[src/rtl/blink_pkg.sv]
// -----------------------------------------------------------------------------
// blink_pkg
// Shared types and constants for the blink-count player.
//   state_t         : playback FSM states
//   HUND/TENS/UNITS : digit_sel encodings
//   DEF_*_CYCLES    : default blink timing in 50 MHz clock cycles
//   add3()          : double-dabble digit correction step
// -----------------------------------------------------------------------------
package blink_pkg;

  typedef enum logic [2:0] {
    IDLE    = 3'd0,
    CONVERT = 3'd1,
    ON      = 3'd2,
    OFF     = 3'd3,
    GAP     = 3'd4,
    DONE    = 3'd5
  } state_t;

  localparam logic [1:0] HUND  = 2'd2;
  localparam logic [1:0] TENS  = 2'd1;
  localparam logic [1:0] UNITS = 2'd0;

  localparam int DEF_ON_CYCLES   = 12500000;
  localparam int DEF_OFF_CYCLES  = 12500000;
  localparam int DEF_GAP_CYCLES  = 50000000;
  localparam int DEF_ZERO_CYCLES = 37500000;

  // A BCD digit of 5 or more would overflow after the next left shift,
  // so it is pre-corrected by adding 3.
  function automatic logic [3:0] add3(input logic [3:0] d);
    return (d >= 4'd5) ? d + 4'd3 : d;
  endfunction

endpackage

[src/rtl/bin2bcd_seq.sv]
// -----------------------------------------------------------------------------
// bin2bcd_seq
// Sequential 8-bit binary to 3-digit BCD converter (shift-add-3).
// valid pulses for one cycle exactly 8 cycles after the start cycle; the
// digit outputs then hold until the next start.
//   clk   in   clock
//   srst  in   synchronous active-high reset
//   start in   load bin and begin conversion
//   bin   in   8-bit binary input, sampled with start
//   valid out  one-cycle pulse, digits are ready
//   hund  out  hundreds digit
//   tens  out  tens digit
//   units out  units digit
// -----------------------------------------------------------------------------
module bin2bcd_seq
  import blink_pkg::*;
(
  input  logic       clk,
  input  logic       srst,
  input  logic       start,
  input  logic [7:0] bin,
  output logic       valid,
  output logic [3:0] hund,
  output logic [3:0] tens,
  output logic [3:0] units
);

  // {hund, tens, units, remaining binary bits}
  logic [19:0] shift_reg;
  logic [19:0] adj;
  logic [2:0]  iter_reg;
  logic        active_reg;
  logic        valid_reg;

  assign adj[7:0] = shift_reg[7:0];

  genvar gi;
  generate
    for (gi = 0; gi < 3; gi++) begin : g_adj
      assign adj[8 + 4*gi +: 4] = add3(shift_reg[8 + 4*gi +: 4]);
    end
  endgenerate

  // The load cycle already performs the first shift (the BCD field is zero
  // then, so no correction is needed); seven more iterations follow.
  always_ff @(posedge clk) begin
    if (srst) begin
      shift_reg  <= '0;
      iter_reg   <= '0;
      active_reg <= 1'b0;
      valid_reg  <= 1'b0;
    end else begin
      valid_reg <= 1'b0;
      if (start) begin
        shift_reg  <= {11'd0, bin, 1'b0};
        iter_reg   <= 3'd7;
        active_reg <= 1'b1;
      end else if (active_reg) begin
        shift_reg <= {adj[18:0], 1'b0};
        iter_reg  <= iter_reg - 3'd1;
        if (iter_reg == 3'd1) begin
          active_reg <= 1'b0;
          valid_reg  <= 1'b1;
        end
      end
    end
  end

  assign valid = valid_reg;
  assign hund  = shift_reg[19:16];
  assign tens  = shift_reg[15:12];
  assign units = shift_reg[11:8];

endmodule

[src/rtl/blink_count_player.sv]
// -----------------------------------------------------------------------------
// blink_count_player
// Replays an 8-bit value on one LED as bursts of blinks, one burst per
// decimal digit, most significant non-zero digit first. Digit d (1..9) is d
// short blinks; digit 0 is one long blink.
//   CLOCK_50  in   clock
//   RESET     in   synchronous active-high reset
//   start     in   play request, accepted only in IDLE
//   value     in   value to play, sampled on acceptance
//   abort     in   cancel playback while busy (no done)
//   blink     out  LED drive
//   busy      out  playback in progress
//   done      out  one-cycle pulse on normal completion
//   digit     out  BCD digit being played (0 when idle)
//   digit_sel out  2=hundreds, 1=tens, 0=units (0 when idle)
// -----------------------------------------------------------------------------
module blink_count_player
  import blink_pkg::*;
#(
  parameter int ON_CYCLES   = DEF_ON_CYCLES,
  parameter int OFF_CYCLES  = DEF_OFF_CYCLES,
  parameter int GAP_CYCLES  = DEF_GAP_CYCLES,
  parameter int ZERO_CYCLES = DEF_ZERO_CYCLES
) (
  input  logic       CLOCK_50,
  input  logic       RESET,
  input  logic       start,
  input  logic [7:0] value,
  input  logic       abort,
  output logic       blink,
  output logic       busy,
  output logic       done,
  output logic [3:0] digit,
  output logic [1:0] digit_sel
);

  localparam int MAX_A = (ON_CYCLES > OFF_CYCLES) ? ON_CYCLES : OFF_CYCLES;
  localparam int MAX_B = (GAP_CYCLES > ZERO_CYCLES) ? GAP_CYCLES : ZERO_CYCLES;
  localparam int MAX_C = (MAX_A > MAX_B) ? MAX_A : MAX_B;
  // The counter is loaded with duration-1, so it never exceeds MAX_C-1.
  localparam int TW    = (MAX_C > 1) ? $clog2(MAX_C) : 1;

  localparam logic [TW-1:0] ON_LOAD   = TW'(ON_CYCLES - 1);
  localparam logic [TW-1:0] OFF_LOAD  = TW'(OFF_CYCLES - 1);
  localparam logic [TW-1:0] GAP_LOAD  = TW'(GAP_CYCLES - 1);
  localparam logic [TW-1:0] ZERO_LOAD = TW'(ZERO_CYCLES - 1);

  state_t          state_reg,  state_next;
  logic [TW-1:0]   tcnt_reg,   tcnt_next;
  logic [3:0]      blinks_reg, blinks_next;
  logic [3:0]      digit_reg,  digit_next;
  logic [1:0]      sel_reg,    sel_next;

  logic            bcd_start;
  logic            bcd_valid;
  logic [3:0]      bcd_hund, bcd_tens, bcd_units;

  logic            load_digit;
  logic [3:0]      enter_digit;
  logic [1:0]      enter_sel;
  logic            tick_done;

  assign bcd_start = start && (state_reg == IDLE);

  bin2bcd_seq u_bcd (
    .clk   (CLOCK_50),
    .srst  (RESET),
    .start (bcd_start),
    .bin   (value),
    .valid (bcd_valid),
    .hund  (bcd_hund),
    .tens  (bcd_tens),
    .units (bcd_units)
  );

  assign blink = (state_reg == ON);
  assign busy  = (state_reg == CONVERT) || (state_reg == ON) ||
                 (state_reg == OFF)     || (state_reg == GAP);
  assign done  = (state_reg == DONE);
  assign digit     = digit_reg;
  assign digit_sel = sel_reg;

  assign tick_done = (tcnt_reg == '0);

  always_ff @(posedge CLOCK_50) begin
    if (RESET) begin
      state_reg  <= IDLE;
      tcnt_reg   <= '0;
      blinks_reg <= '0;
      digit_reg  <= '0;
      sel_reg    <= '0;
    end else begin
      state_reg  <= state_next;
      tcnt_reg   <= tcnt_next;
      blinks_reg <= blinks_next;
      digit_reg  <= digit_next;
      sel_reg    <= sel_next;
    end
  end

  always_comb begin
    state_next  = state_reg;
    tcnt_next   = tcnt_reg;
    blinks_next = blinks_reg;
    digit_next  = digit_reg;
    sel_next    = sel_reg;
    load_digit  = 1'b0;

    // First digit to play: leading zeros suppressed, units always played.
    if (bcd_hund != 4'd0) begin
      enter_sel   = HUND;
      enter_digit = bcd_hund;
    end else if (bcd_tens != 4'd0) begin
      enter_sel   = TENS;
      enter_digit = bcd_tens;
    end else begin
      enter_sel   = UNITS;
      enter_digit = bcd_units;
    end

    case (state_reg)
      IDLE: begin
        if (start) state_next = CONVERT;
      end
      CONVERT: begin
        if (bcd_valid) load_digit = 1'b1;
      end
      ON: begin
        if (tick_done) begin
          // GAP replaces the OFF after the last blink of a non-final digit.
          if ((blinks_reg == 4'd1) && (sel_reg != UNITS)) begin
            state_next = GAP;
            tcnt_next  = GAP_LOAD;
          end else begin
            state_next = OFF;
            tcnt_next  = OFF_LOAD;
          end
        end else begin
          tcnt_next = tcnt_reg - 1'b1;
        end
      end
      OFF: begin
        if (tick_done) begin
          if (blinks_reg == 4'd1) begin
            state_next = DONE;
            digit_next = '0;
            sel_next   = '0;
          end else begin
            // More than one blink implies a non-zero digit: short blink.
            state_next  = ON;
            blinks_next = blinks_reg - 4'd1;
            tcnt_next   = ON_LOAD;
          end
        end else begin
          tcnt_next = tcnt_reg - 1'b1;
        end
      end
      GAP: begin
        if (tick_done) begin
          load_digit  = 1'b1;
          enter_sel   = sel_reg - 2'd1;
          enter_digit = (sel_reg == HUND) ? bcd_tens : bcd_units;
        end else begin
          tcnt_next = tcnt_reg - 1'b1;
        end
      end
      DONE: begin
        state_next = IDLE;
      end
      default: begin
        state_next = IDLE;
      end
    endcase

    if (load_digit) begin
      state_next  = ON;
      digit_next  = enter_digit;
      sel_next    = enter_sel;
      blinks_next = (enter_digit == 4'd0) ? 4'd1 : enter_digit;
      tcnt_next   = (enter_digit == 4'd0) ? ZERO_LOAD : ON_LOAD;
    end

    if (abort && busy) begin
      state_next  = IDLE;
      tcnt_next   = '0;
      blinks_next = '0;
      digit_next  = '0;
      sel_next    = '0;
    end
  end

endmodule

[config.mk]
export PLATFORM = sky130hd
export DESIGN_NAME = blink_count_player
export DESIGN_NICKNAME = d
export VERILOG_FILES = /design/src/rtl/blink_pkg.sv /design/src/rtl/bin2bcd_seq.sv /design/src/rtl/blink_count_player.sv
export SDC_FILE = /design/constraint.sdc
export NUM_CORES = 1
export LEC_CHECK = 0
export ABC_AREA = 1
export ABC_CLOCK_PERIOD_IN_PS = 5000
export CORE_MARGIN = 5
export CORE_UTILIZATION = 50
export DETAILED_ROUTE_END_ITERATION = 7
export PLACE_DENSITY = 0.74
export RECOVER_POWER = 100
export SKIP_LAST_GASP = 1
export SLEW_MARGIN = 20
export SYNTH_ARGS = -nofsm -noshare
export SYNTH_HDL_FRONTEND = slang
export SYNTH_SLANG_ARGS = --single-unit
[constraint.sdc]
create_clock -name CLOCK_50 -period 5 [get_ports CLOCK_50]
set_input_delay 1 -clock CLOCK_50 [delete_from_list [all_inputs] [get_ports CLOCK_50]]
set_output_delay 1 -clock CLOCK_50 [all_outputs]
set_load 0.05 [all_outputs]
==> flow_summary.yaml, run 1 <==
outcome:
  outcome: "finished, final reports clean"
hold_path:
  hold_path_depth: 2
  hp-start: "digit[3]$_SDFFE_PP0P_"
  hold_class: "reg2reg"
  min_to: "digit[3]$_SDFFE_PP0P_"
setup_path:
  rr_endpoint: "tcnt_reg[9]$_SDFFE_PP0P_"
  cp-end-kind: "flip-flop"
  cp.required_ns: 5.28
  crit-reg2reg-launch: "tcnt_reg[0]$_SDFFE_PP0P_"
  cp-start-kind: "flip-flop"
  r2r_setup_slack_ns: 1.39
  crit_type: "reg2reg"
  reg2reg_depth: 12
  crit_fanout: 25
  cp.arrival_ns: 3.90
timing:
  timing.final.ws_setup_ns: 1.39
  rsz0062_at_grt: "no"
  min_period_ns: 3.61
  final.setup_skew_ns: 0.0136
  tightest_slew_ns: 1.09
  tns_ns: 0
  fin_crit_sh: 0.723
  slew_headroom: 0.270
  hold_viol: 0
  setup_viol: 0
  fmax_mhz: 277
  maxSlewViolCount: 0
final_layout:
  multiInputGateArea_um2: 2320
  nNetsFinal: 652
  fin_util: 0.566
  largest_register_ffs: 26
  diodes: 0
  regArea_um2: 1260
  drive_gt1_frac: 0.0602
  areaGrowthSynthToFinish_pct: 9.75
  fillers: 772
cts:
  htree_num_levels: 3
  cts_tree: "built"
  clockBufferDepth: 2
  cts-resized-gates: 0
  hold_buffers: 0
  postCtsSetupRepairBufs: 0
  clk_pin_slew_ns: 0.08
  worstSkewPairLatency_ns: 0.35
  numCtsBuffers: 9
  cts-root-buf: "clkbuf_8"
  cts.sinks: 63
grt:
  antenna_found_initial: 0
  grt.busiest_layer: "met2"
  use_met3: 0.0259
  grt_overflow: 0
  grtUsageMet2: 0.338
  grt_start_max_net_pins: 28
  grt_pass1_vias: 3655
  grt_pass1_wl_mm: 16.7
  grtUsageMet1: 0.276
  track_usage: 0.205
run:
  cap_viol_max_count: 0
yosys:
  synth_top_area_cell: "dfxtp_1"
  synth_nets: 633
  async_flop_share: 0
  ys_seq_elements: 63
  synth.cells.most_frequent: "148 x nand2_1, 75 x nor2_1, 70 x inv_1"
  synth_top_area_frac: 0.315
  ys.flop_type: "dfxtp_1"
  yosys_warnings: 0
  synth_edf_count: 0
  synth_cell_type_count: 44
  yosys-top-cells-area: "dfxtp_1 31%, nand2_1 14%, nor2_1 7.0%"
  yosysMostFrequentCell: "nand2_1"
  syn_area_um2: 4010
  syn_area_per_cell_um2: 6.59
  synthCells: 608
  synth-seq-area-share: 0.315
floorplan:
  dieWidth_um: 99.5
  die_h_um: 99.5
  start_util: 0.516
  ioPinCount: 21
  fp.coreArea_um2: 7770
  row_count: 32
  die_area_um2: 9900
power:
  ir_drop_uv: 134
  cellPowerDensity_nw_per_um2: 310
  leakagePower_nw: 2.02
place:
  hpwl_mm: 7.41
  place.gp.congestion: 0.911
  portBuffers: 20
  dp_slack_ns: 1.91
drt:
  vias: 4004
  dr.pass1.iters: 5
  viasPerCell: 5.46
  final_antenna_net_count: 0
  drc: 0
  drtIter0Drc: 277
  wl_mm: 10.0
  wl_per_cell_um: 13.6
## final cells by class
class,instances,share of cell area
multi-input combinational,456,0.527
sequential,63,0.287
inverter,77,0.0663
timing repair buffer,20,0.0455
clock buffer,12,0.0353
tap,102,0.0290
clock inverter,3,0.00968
## per-layer routing
metal,part of all wire,routed length (um)
met5,0,0
met4,0.015,152
met3,0.057,575
met2,0.46,4630
met1,0.46,4640
## cell families (layout without fill, tap and decap cells)
logic type      Yosys count  in the layout  share of synthesized area
buf+inv                  89            112                     0.0893
compound gates          111            111                      0.152
simple gates            315            315                      0.366
xor+xnor                 17             17                     0.0372
flops                    63             63                      0.315
fa+ha+maj                13             13                     0.0406
## metrics by stage
step | cell area, um2 | power [mW] | std cells | hold WS (ns)
final | 4400 | 1.36 | 733 | 0.463
after global routing | 4400 | 1.43 | 733 | 0.497
after CTS | 4460 | 1.38 | 733 | 0.467
after detailed placement | 4270 | 0.925 | 718 | 0.455
after global placement | 4270 | 0.915 | 718 | 0.454
after floorplan | 4010 | 0.844 | 608 | 0.437
## cells in the final DEF, fill, tap and decap left out, drive strengths merged, types with 7 or more instances in the layout
cell             n
nand4            7
o21ai           38
nand2          157
dfxtp           63
inv             74
nor2            86
dlygate4sd3     11
clkdlybuf4s50    9
nand3           56
xor2            16
ha              13
a31oi           16
clkbuf          12
a21oi           47
## worst max path at each step
stage	endpoint	slack [ns]	start	cells after the start
floorplan	blink	2.79	state_reg[2]$_SDFFE_PP0P_	3
global placement	u_bcd.shift_reg[4]$_SDFFE_PP0P_	2.01	start	6
detailed placement	u_bcd.shift_reg[4]$_SDFFE_PP0P_	1.91	start	6
CTS	busy	1.87	state_reg[0]$_SDFFE_PP0P_	6
global route	tcnt_reg[9]$_SDFFE_PP0P_	1.08	tcnt_reg[0]$_SDFFE_PP0P_	12
finish	tcnt_reg[9]$_SDFFE_PP0P_	1.39	tcnt_reg[0]$_SDFFE_PP0P_	12
## power breakdown
part | internal, mW | leakage (nW) | switching, mW
Clock | 0.254 | 0.0985 | 0.202
Combinational | 0.110 | 1.41 | 0.242
Sequential | 0.525 | 0.511 | 0.0300
Total | 0.889 | 2.02 | 0.473
## critical path: stages (launching register included)
cell,delay [ns]
dfxtp_1,0.34
inv_1,0.07
ha_1,0.23
nand2_1,0.09
nor2_1,0.21
nand3_2,0.11
nor2_1,0.84
nand3_4,0.14
nand2_1,0.15
nand2_1,0.50
nand2_1,0.46
nand2_1,0.20
nor3b_2,0.21
Note: power is estimated with default switching activity, not from simulation.
==> run 2, diff against run 1 <==
--- a/config.mk
+++ b/config.mk
@@ -6,11 +6,11 @@
 export NUM_CORES = 1
 export LEC_CHECK = 0
 export ABC_AREA = 1
-export ABC_CLOCK_PERIOD_IN_PS = 5000
+export ABC_CLOCK_PERIOD_IN_PS = 3000
 export CORE_MARGIN = 5
 export CORE_UTILIZATION = 50
 export DETAILED_ROUTE_END_ITERATION = 7
-export PLACE_DENSITY = 0.74
+export PLACE_DENSITY = 0.77
 export RECOVER_POWER = 100
 export SKIP_LAST_GASP = 1
 export SLEW_MARGIN = 20
==> constraint.sdc (replaced) <==
create_clock -name CLOCK_50 -period 3 [get_ports CLOCK_50]
set_input_delay 0.6 -clock CLOCK_50 [delete_from_list [all_inputs] [get_ports CLOCK_50]]
set_output_delay 0.6 -clock CLOCK_50 [all_outputs]
set_load 0.05 [all_outputs]
==> run 2 against run 1 <==
  * Via count up 0.65%
  * Final area up 0.85%
  * Worst hold slack better by 0.0046 ns
  * Non-clock buffer count up 3
  * Sequential power up 65%
  * Cell count up 0.55%
  * Total power up 66%
  * Routed wire length down 0.31%
  * Count of clock-buffer cells in the layout unchanged
  * Sequential share of layout area down 0.24 points
  * First-iteration DRC count down 2.2%
  * Largest cell class unchanged
  * Largest power group unchanged
==> flow_summary.yaml, run 2 (same netlist as run 1, synthesis figures left out) <==
drt:
  vias: 4030
  wl_per_cell_um: 13.5
  wl_mm: 9.97
  drc: 0
  viasPerCell: 5.47
  dr.pass1.iters: 5
  drtIter0Drc: 271
  final_antenna_net_count: 0
grt:
  grt_pass1_wl_mm: 16.9
  antenna_found_initial: 0
  grt_overflow: 0
  track_usage: 0.208
  grtUsageMet2: 0.325
  grtUsageMet1: 0.266
  grt_start_max_net_pins: 26
  use_met3: 0.0421
  grt_pass1_vias: 3852
  grt.busiest_layer: "met2"
power:
  pwr-share-comb: 0.271
  leakagePower_nw: 2.04
  cellPowerDensity_nw_per_um2: 511
  seqPwrFrac: 0.404
  p_switching_uw: 790
  netSwitchingFraction: 0.349
  ir_drop_uv: 264
  intPower_mw: 1.48
  power_frac_clock: 0.324
place:
  portBuffers: 20
  hpwl_mm: 7.34
  place.gp.congestion: 0.958
  place_inst: 721
floorplan:
  ioPinCount: 21
  dieWidth_um: 99.5
  start_util: 0.516
  die_area_um2: 9900
  row_count: 32
  fp.coreArea_um2: 7770
  die_h_um: 99.5
final_layout:
  nNetsFinal: 655
  fin_util: 0.571
  areaGrowthSynthToFinish_pct: 10.7
  instances_no_fill: 737
  fillers: 749
  largest_register_ffs: 26
  final_common_cell: "nand2_1"
  drive_gt1_frac: 0.0709
  diodes: 0
  mostFrequentLayoutCells: "149 x nand2_1, 76 x nor2_1, 71 x inv_1"
setup_path:
  crit_fanout: 10
  cp.arrival_ns: 2.14
  cp-end-kind: "output pin"
  crit_type: "reg2out"
  cp.required_ns: 2.40
  cp-start-kind: "flip-flop"
timing:
  maxSlewViolCount: 0
  rsz0062_at_grt: "no"
  fin_crit_sh: 0.912
  hold_slack_ns: 0.468
  min_period_ns: 2.74
  tightest_slew_ns: 0.611
  final.setup_skew_ns: 0.0140
  hold_viol: 0
  fmax_mhz: 366
  slew_headroom: 0.591
  tns_ns: 0
  setup_viol: 0
hold_path:
  hold_class: "reg2reg"
cts:
  cts-resized-gates: 0
  clockBufferDepth: 2
  worstSkewPairLatency_ns: 0.35
  cts_tree: "built"
  hold_buffers: 0
  cts.sinks: 63
  postCtsSetupRepairBufs: 0
  clk_pin_slew_ns: 0.07
  htree_num_levels: 3
  cts-root-buf: "clkbuf_8"
  numCtsBuffers: 9
run:
  cap_viol_max_count: 0
outcome:
  outcome: "finished, final reports clean"
==> run 2: cell count changes in the layout (fill, tap and decap cells not counted), sizes merged <==
cell           delta
buf               +3
clkdlybuf4s50     +3
dlygate4sd3       -3
clkinv            +2
clkinvlp          -1
==> run 2: final timing paths <==
path	cells past startpoint	startpoint	slack, ns	endpoint
worst max-delay path	6	state_reg[0]$_SDFFE_PP0P_	0.26	busy
worst min-delay path	2	u_bcd.shift_reg[1]$_SDFFE_PP0P_	0.47	u_bcd.shift_reg[1]$_SDFFE_PP0P_
worst max register to register	12	tcnt_reg[0]$_SDFFE_PP0P_	0.37	tcnt_reg[9]$_SDFFE_PP0P_
worst min register to register	2	u_bcd.shift_reg[1]$_SDFFE_PP0P_	0.47	u_bcd.shift_reg[1]$_SDFFE_PP0P_
==> run 2: power groups by stage <==
stage	Clock, mW	Sequential (mW)	Combinational [mW]
final	0.735	0.916	0.615
after global routing	0.792	0.924	0.686
after CTS	0.746	0.915	0.621
after detailed placement	0	0.934	0.617
after global placement	0	0.933	0.601
after floorplan	0	0.919	0.487
==> run 2: metrics by stage <==
step	power, mW	setup WS (ns)	area (um2)
floorplan	1.41	1.15	4010
global placement	1.53	0.720	4290
detailed placement	1.55	0.682	4290
CTS	2.28	0.305	4480
global route	2.40	0.120	4430
finish	2.27	0.264	4430
==> run 2: area by class of cell <==
class / count / area (um2) / share of cell area
clock buffer: 12 / 145 / 0.0327
clock inverter: 4 / 45.0 / 0.0102
inverter: 77 / 292 / 0.0658
multi-input combinational: 456 / 2340 / 0.528
sequential: 63 / 1260 / 0.285
tap: 102 / 128 / 0.0288
timing repair buffer: 23 / 223 / 0.0502
==> run 2: worst max-delay path, cell delays in order, from the launching register on <==
cell	delay, ns
dfxtp_1	0.35
inv_1	0.06
nand2_1	0.15
nor2_8	0.23
inv_2	0.09
nand2_1	0.10
clkdlybuf4s50_1	0.81
==> run 2: metal layers <==
layer | part of all wire | up-vias
met5 | 0 | -
met4 | 0.031 | 0
met3 | 0.076 | 32
met2 | 0.44 | 160
met1 | 0.45 | 1813
li1 | - | 2025
